[config.mk]
export PLATFORM = sky130hd
export DESIGN_NAME = aes_block_loader_flat
export DESIGN_NICKNAME = d
export VERILOG_FILES = /design/src/rtl/aes_block_loader_if.sv /design/src/rtl/aes_block_loader.sv /design/src/flat_wrapper.sv
export SDC_FILE = /design/constraint.sdc
export NUM_CORES = 1
export LEC_CHECK = 0
export ABC_AREA = 1
export BUFFER_PORTS_ARGS = -buffer_cell sky130_fd_sc_hd__buf_4
export CORE_AREA = 2 2 214 216
export DETAILED_ROUTE_END_ITERATION = 16
export DIE_AREA = 0 0 216 218
export GPL_TIMING_DRIVEN = 1
export HOLD_SLACK_MARGIN = 0.05
export SETUP_SLACK_MARGIN = 0.3
export SLEW_MARGIN = 40
export SYNTH_ARGS = -nofsm -noshare
export SYNTH_HDL_FRONTEND = slang
export SYNTH_SLANG_ARGS = --single-unit
[constraint.sdc]
create_clock -name clk -period 14.64 [get_ports clk]
set_clock_uncertainty 0.05 [all_clocks]
set_input_delay 2.196 -clock clk [delete_from_list [all_inputs] [get_ports clk]]
set_output_delay 2.196 -clock clk [all_outputs]
set_load 0.05 [all_outputs]
[src/rtl/aes_block_loader_if.sv]
// Word-stream input and result output of the AES block loader.
// The master side feeds 32-bit words and consumes 128-bit results.
// The slave side is the loader itself.
interface aes_block_loader_if;
  // Input word stream
  logic         s_valid;
  logic         s_ready;
  logic [31:0]  s_data;
  logic         s_sel;

  // Result stream
  logic         m_valid;
  logic         m_ready;
  logic [127:0] m_data;

  modport master (
    output s_valid, s_data, s_sel, m_ready,
    input  s_ready, m_valid, m_data
  );

  modport slave (
    input  s_valid, s_data, s_sel, m_ready,
    output s_ready, m_valid, m_data
  );
endinterface

[src/rtl/aes_block_loader.sv]
// Word-serial front end for a fixed-latency AES core.
// Packs 32-bit words into the 128-bit key and plaintext buses. Holds both buses
// steady while the core works, then captures the ciphertext and offers it on a
// valid/ready result port. Only one block is in flight at a time, and the key
// persists across blocks until it is reloaded.
module aes_block_loader #(
  // Core latency in cycles; legal range is 1..255.
  parameter int unsigned LATENCY = 22
) (
  input  logic              clk,
  input  logic              rst,
  aes_block_loader_if.slave bus,
  output logic [127:0]      key,
  output logic [127:0]      plain_text,
  input  logic [127:0]      cypher_text,
  output logic              busy,
  output logic              err
);

  typedef enum logic [1:0] {
    ST_FILL = 2'd0,
    ST_RUN  = 2'd1,
    ST_DONE = 2'd2
  } state_t;

  // Value of the latency counter on the edge that samples the core output.
  localparam logic [7:0] LAST_CNT = 8'(LATENCY - 1);

  state_t            state;
  // Element 3 holds bits [127:96], so word n lands at index ~n.
  logic [3:0][31:0]  key_w;
  logic [3:0][31:0]  pt_w;
  logic [1:0]        kcnt;
  logic [1:0]        pcnt;
  logic              key_loaded;
  logic              pt_full;
  logic [7:0]        lat_cnt;
  logic              m_valid_q;
  logic [127:0]      m_data_q;
  logic              dispatch;

  // A full plaintext block and a complete key, with no half-finished reload.
  // Uses registered values only, so it is evaluated one cycle after the
  // last word has landed.
  assign dispatch = pt_full && key_loaded && (kcnt == 2'd0);

  // Control, packing and result capture as one registered FSM.
  // NOTE: every register here uses non-blocking assignment, so each branch
  // reads pre-edge values. The dispatch test and the word writes in the same
  // cycle therefore cannot see each other's updates.
  always_ff @(posedge clk or posedge rst) begin
    if (rst) begin
      // NOTE: the wide key/plaintext/result registers are reset along with
      // the control state. An abandoned block then leaves no key material on
      // the core bus, and forces a fresh key load.
      state      <= ST_FILL;
      key_w      <= '0;
      pt_w       <= '0;
      kcnt       <= 2'd0;
      pcnt       <= 2'd0;
      key_loaded <= 1'b0;
      pt_full    <= 1'b0;
      lat_cnt    <= 8'd0;
      m_valid_q  <= 1'b0;
      m_data_q   <= '0;
      err        <= 1'b0;
    end else begin
      err <= 1'b0;
      case (state)
        ST_FILL: begin
          if (bus.s_valid) begin
            if (bus.s_sel) begin
              // Key words are always accepted; a wrap completes a (re)load.
              key_w[~kcnt] <= bus.s_data;
              kcnt         <= kcnt + 2'd1;
              if (kcnt == 2'd3) begin
                key_loaded <= 1'b1;
              end
            end else if (!pt_full) begin
              pt_w[~pcnt] <= bus.s_data;
              pcnt        <= pcnt + 2'd1;
              if (pcnt == 2'd3) begin
                pt_full <= 1'b1;
              end
            end else begin
              // Plaintext buffer already holds a block: drop and flag.
              err <= 1'b1;
            end
          end
          if (dispatch) begin
            state   <= ST_RUN;
            pt_full <= 1'b0;
            lat_cnt <= 8'd0;
          end
        end

        ST_RUN: begin
          lat_cnt <= lat_cnt + 8'd1;
          if (lat_cnt == LAST_CNT) begin
            m_data_q  <= cypher_text;
            m_valid_q <= 1'b1;
            state     <= ST_DONE;
          end
        end

        ST_DONE: begin
          if (m_valid_q && bus.m_ready) begin
            m_valid_q <= 1'b0;
            state     <= ST_FILL;
          end
        end

        default: begin
          state <= ST_FILL;
        end
      endcase
    end
  end

  // Ready and busy are decoded from the state. Ready is also gated by reset,
  // so no word is taken while the block is held in reset.
  assign bus.s_ready = (state == ST_FILL) && !rst;
  assign busy        = (state != ST_FILL);

  assign key         = key_w;
  assign plain_text  = pt_w;
  assign bus.m_valid = m_valid_q;
  assign bus.m_data  = m_data_q;

endmodule
[src/flat_wrapper.sv]
// flat-port wrapper written by rule: the top's interface ports become plain ports
module aes_block_loader_flat 
#(
                                                   
  parameter int unsigned LATENCY = 22
)
  (clk, rst, key, plain_text, cypher_text, busy, err, bus_s_valid, bus_s_data, bus_s_sel, bus_m_ready, bus_s_ready, bus_m_valid, bus_m_data);
  aes_block_loader_if bus_i ();
  input  logic clk;
  input  logic rst;
  output logic [127:0] key;
  output logic [127:0] plain_text;
  input  logic [127:0] cypher_text;
  output logic busy;
  output logic err;
  input wire logic [$bits(bus_i.s_valid)-1:0] bus_s_valid;
  input wire logic [$bits(bus_i.s_data)-1:0] bus_s_data;
  input wire logic [$bits(bus_i.s_sel)-1:0] bus_s_sel;
  input wire logic [$bits(bus_i.m_ready)-1:0] bus_m_ready;
  output wire logic [$bits(bus_i.s_ready)-1:0] bus_s_ready;
  output wire logic [$bits(bus_i.m_valid)-1:0] bus_m_valid;
  output wire logic [$bits(bus_i.m_data)-1:0] bus_m_data;
  assign bus_i.s_valid = bus_s_valid;
  assign bus_i.s_data = bus_s_data;
  assign bus_i.s_sel = bus_s_sel;
  assign bus_i.m_ready = bus_m_ready;
  assign bus_s_ready = bus_i.s_ready;
  assign bus_m_valid = bus_i.m_valid;
  assign bus_m_data = bus_i.m_data;
  aes_block_loader #(.LATENCY(LATENCY)) u_core (.clk(clk), .rst(rst), .bus(bus_i), .key(key), .plain_text(plain_text), .cypher_text(cypher_text), .busy(busy), .err(err));
endmodule
==> metrics.md <==
| Metric | Value |
|---|---|
| FILL cells | ~4300 |
| Arr. time, crit path | 2.63 ns |
| Largest family of logic cells by synthesized area | simple AND/OR/NAND/NOR gates |
| Dpl hpwl | about 35000 um |
| Slew Viols, Final | 0 |
| Met2 Use GR | 33.48% |
| Final worst-path cycle share | between 30% and 40% |
| Layout cells sized above 1 | 31.40% |
| Synthesized cell area | 0.01533 sq mm |
| XOR/XNOR share of the synthesized area | less than 1% |
| Pre-antenna DRT Iters | 5 |
| CP Class | in -> out |
| Final setup fails | 0 |
| Synthesized area per cell | around 10 sq um |
| Finished Cell Area | 0.02143 sq mm |
| Global-route met3 utilization | approximately 6.6% |
| CP most frequent cell | buf_4 |
| Actual slew at the worst max-slew pin | a little over 0.8 ns |
| Delay-heaviest family, CP | buffers and inverters |
| H-tree depth | 2 |
| Psw | ~0.0030 W |
| Core Area | around 0.045 sq mm |
| Wirelength per Cell | 19.03 um |
| Nets | 2235 |
| Number of port buffers | 552 |
| Slowest CP cell | buf_4 |
| Gr ovfl total | 0 |
| Sequential Power Share | 30.6% |
| Die Ht | between 200 and 250 um |
| Max Clk Rate | approximately 0.20 GHz |
| Worst rel slew slack | between 40 and 50% |
| Clk slew on worst S/H paths | around 0.06 ns |
| ANT nets after route | 0 |
| Initial antenna violation count | 4 |
| Buf/Inv on CP | 2 |
| DR DRC count | 0 |
| Max-cap viol count | 0 |
| First-pass GRT wire length | between 70000 and 80000 um |
| Compound-Gate Fraction of Synth Area | 8.799% |
| Synth Register Bits | ~400 |
| Crit path max fanout | 2 |
| Register area share after synthesis | approximately two thirds |
| Vias in the first global route | approximately 13000 |
| # rows | 78 |
| DP Area | about 0.020 sq mm |
| Gpl congestion | around 0.82 |
| Post-synth EDFFs | 0 |
| Internal Power | around 0.003 W |
| P&R area growth vs syn | 39.76% |
| Initial Util | roughly a third |
| Total track usage | a little over a fifth |
| Pleak | 10.83 nW |
| Cell Pwr Density | about 280 mW/mm^2 |
| Final min period | about 4.9 ns |
| Clock power frac | about 18% |
| Ys async rst share | 100.0% |
| Drt via density | 4.848 |
| Via count | approximately 13000 |
| Worst-path cell chain | buf_4 -> nor2_1 -> buf_4 |
| Die X | roughly 220 um |
| Main synth FF type | dfrtp_1 |
| WP data required | roughly 12 ns |
| Post-CTS Repair Setup Buffers | 0 |
| Die area | roughly 0.047 sq mm |
| Worst path max stage delay | ~0.20 ns |
| Clock Latency Late Sink | around 0.55 ns |
| WL final | roughly 50000 um |
| Hold-fix buffers, CTS | 0 |
| Endpoint class of the critical path | output pin |
| Gr busiest metal | met2 |
| Post-Synth Adder-Cell Area | 0.8162% |
| Outcome | completed |
| Clock Tree Buf Depth | 3 |
| Hold Violations, Final | 0 |
| Setup_tns | 0 ns |
| Worst Hold Class | reg -> reg |
| Yosys warnings | 0 |
| Mux cell area share after synthesis | 0% |
| TritonCTS Sinks | between 400 and 500 |
| CTS tree | built |
| Pin count of the biggest net entering global routing | 115 |
| Top Ports | between 500 and 600 |
| VDD IR-drop max | between 150 and 200 uV |
| Logic pwr share | roughly half |
| 1st-iter DRT viols | about 1100 |
| Syn nets | 1727 |
| Post-CTS resize count | 0 |
| Synthesized-area fraction occupied by and/or/nand/nor cells | between 20% and 30% |
| M1 GR Usage | ~27% |
| Root Driver | clkbuf_16 |
| CP startpoint kind | primary input |
| Unrepaired setup endpoints after global routing | no |
| Cell variety after synth | 25 |
| Mapped Cells | between 1500 and 2000 |
| Switching part of the total | about 50% |
| CTS buffer count | 43 |
==> worst min-delay path, cell delays in order (launching register included) <==
cell and delay [ns]:
dfrtp_1 0.34, inv_1 0.04, nand2_1 0.05
==> power by group through the flow <==
stage               Sequential (W)  Clock (W)  Combinational, W
floorplan                  0.00331          0          0.000566
global placement           0.00182          0           0.00306
detailed placement         0.00183          0           0.00308
CTS                        0.00183    0.00109           0.00308
global route               0.00188    0.00114           0.00324
finish                     0.00183    0.00106           0.00307
==> per-stage QoR <==
stage	util [%]	setup WS (ns)	power (W)	cells	hold WS (ns)
final	47.73	9.760	0.005963	2690	0.4133
after global routing	47.72	9.732	0.006257	2689	0.4422
after CTS	47.62	9.763	0.006003	2685	0.4175
after detailed placement	44.57	9.763	0.004915	2614	0.4022
after global placement	44.33	9.741	0.004875	2610	0.4022
after floorplan	-	1.213	0.003873	1552	0.3852
==> layout make-up <==
| cell class | count | area (sq um) | share of cell area (%) |
|---|---|---|---|
| Clock inverter | 8 | 83.83 | 0.3913 |
| Inverter | 48 | 192.7 | 0.8993 |
| Antenna cell | 4 | 10.01 | 0.04672 |
| Multi-Input combinational cell | 995 | 4648 | 21.69 |
| Timing Repair Buffer | 570 | 4397 | 20.52 |
| Sequential cell | 402 | 10060 | 46.95 |
| Clock buffer | 63 | 1284 | 5.992 |
| Tap cell | 600 | 750.7 | 3.504 |
==> cell usage after synthesis (5+ instances only) <==
| library cell | count | area [sq um] |
|---|---|---|
| buf_2 | 62 | 310.3 |
| clkbuf_1 | 40 | 150.1 |
| dfrtp_1 | 402 | 10060 |
| ha_1 | 10 | 125.1 |
| inv_1 | 44 | 165.2 |
| nand2_1 | 550 | 2064 |
| nand2_2 | 5 | 31.28 |
| nand3_1 | 12 | 60.06 |
| nand4_1 | 129 | 807.0 |
| nor2_1 | 12 | 45.04 |
| o21ai_0 | 197 | 986.0 |
| o21ai_1 | 67 | 335.3 |
==> kinds of logic after synthesis <==
| logic type | count (synthesis) |
|---|---|
| AND/OR/NAND/NOR | 716 |
| buffers and inverters | 155 |
| XOR/XNOR | 1 |
| adder cells (fa/ha/maj) | 10 |
| flip-flops | 402 |
| AO/OA/AOI/OAI | 268 |
==> path summary, 6_finish.rpt <==
path | depth (start not counted) | to | from | slack (ns)
worst min-delay path | 2 | u_core.key_loaded | u_core.key_loaded | 0.41
min in group asynchronous | 2 | u_core.bus.m_data[111] | rst | 1.61
worst min register to register | 2 | u_core.key_loaded | u_core.key_loaded | 0.41
worst max-delay path | 3 | bus_s_ready | rst | 9.76
max in group asynchronous | 4 | u_core.plain_text[56] | rst | 11.54
worst max register to register | 8 | u_core.bus.m_data[36] | u_core.lat_cnt[1] | 12.00
==> metal layers <==
metal,part of all wire (%),vias to the layer above
met5,0.035,-
met4,3.2,2
met3,9.0,77
met2,47,518
met1,41,6290
li1,-,6155
==> sequential cells by signal, summed over array words and instances, names as in the netlist <==
| register | flops |
|---|---|
| u_core.kcnt | 2 |
| u_core.pt_full | 1 |
| u_core.state | 2 |
| u_core.key | 128 |
| u_core.lat_cnt | 8 |
| u_core.plain_text | 128 |
| u_core.key_loaded | 1 |
| u_core.pcnt | 2 |
| u_core.bus.m_valid | 1 |
| u_core.err | 1 |
| u_core.bus.m_data | 128 |
==> cell usage in the layout (no fill, tap or decap), drive strengths merged <==
master    n
a21oi     1
buf     568
bufinv    1
clkbuf   65
clkinv    6
dfrtp   402
diode     4
ha       10
inv      49
nand2   555
nand3    12
nand4   133
nor2     15
o211ai    1
o21ai   264
o21bai    1
o31ai     1
or2       1
xor2      1
(Power assumes the default switching activity.)
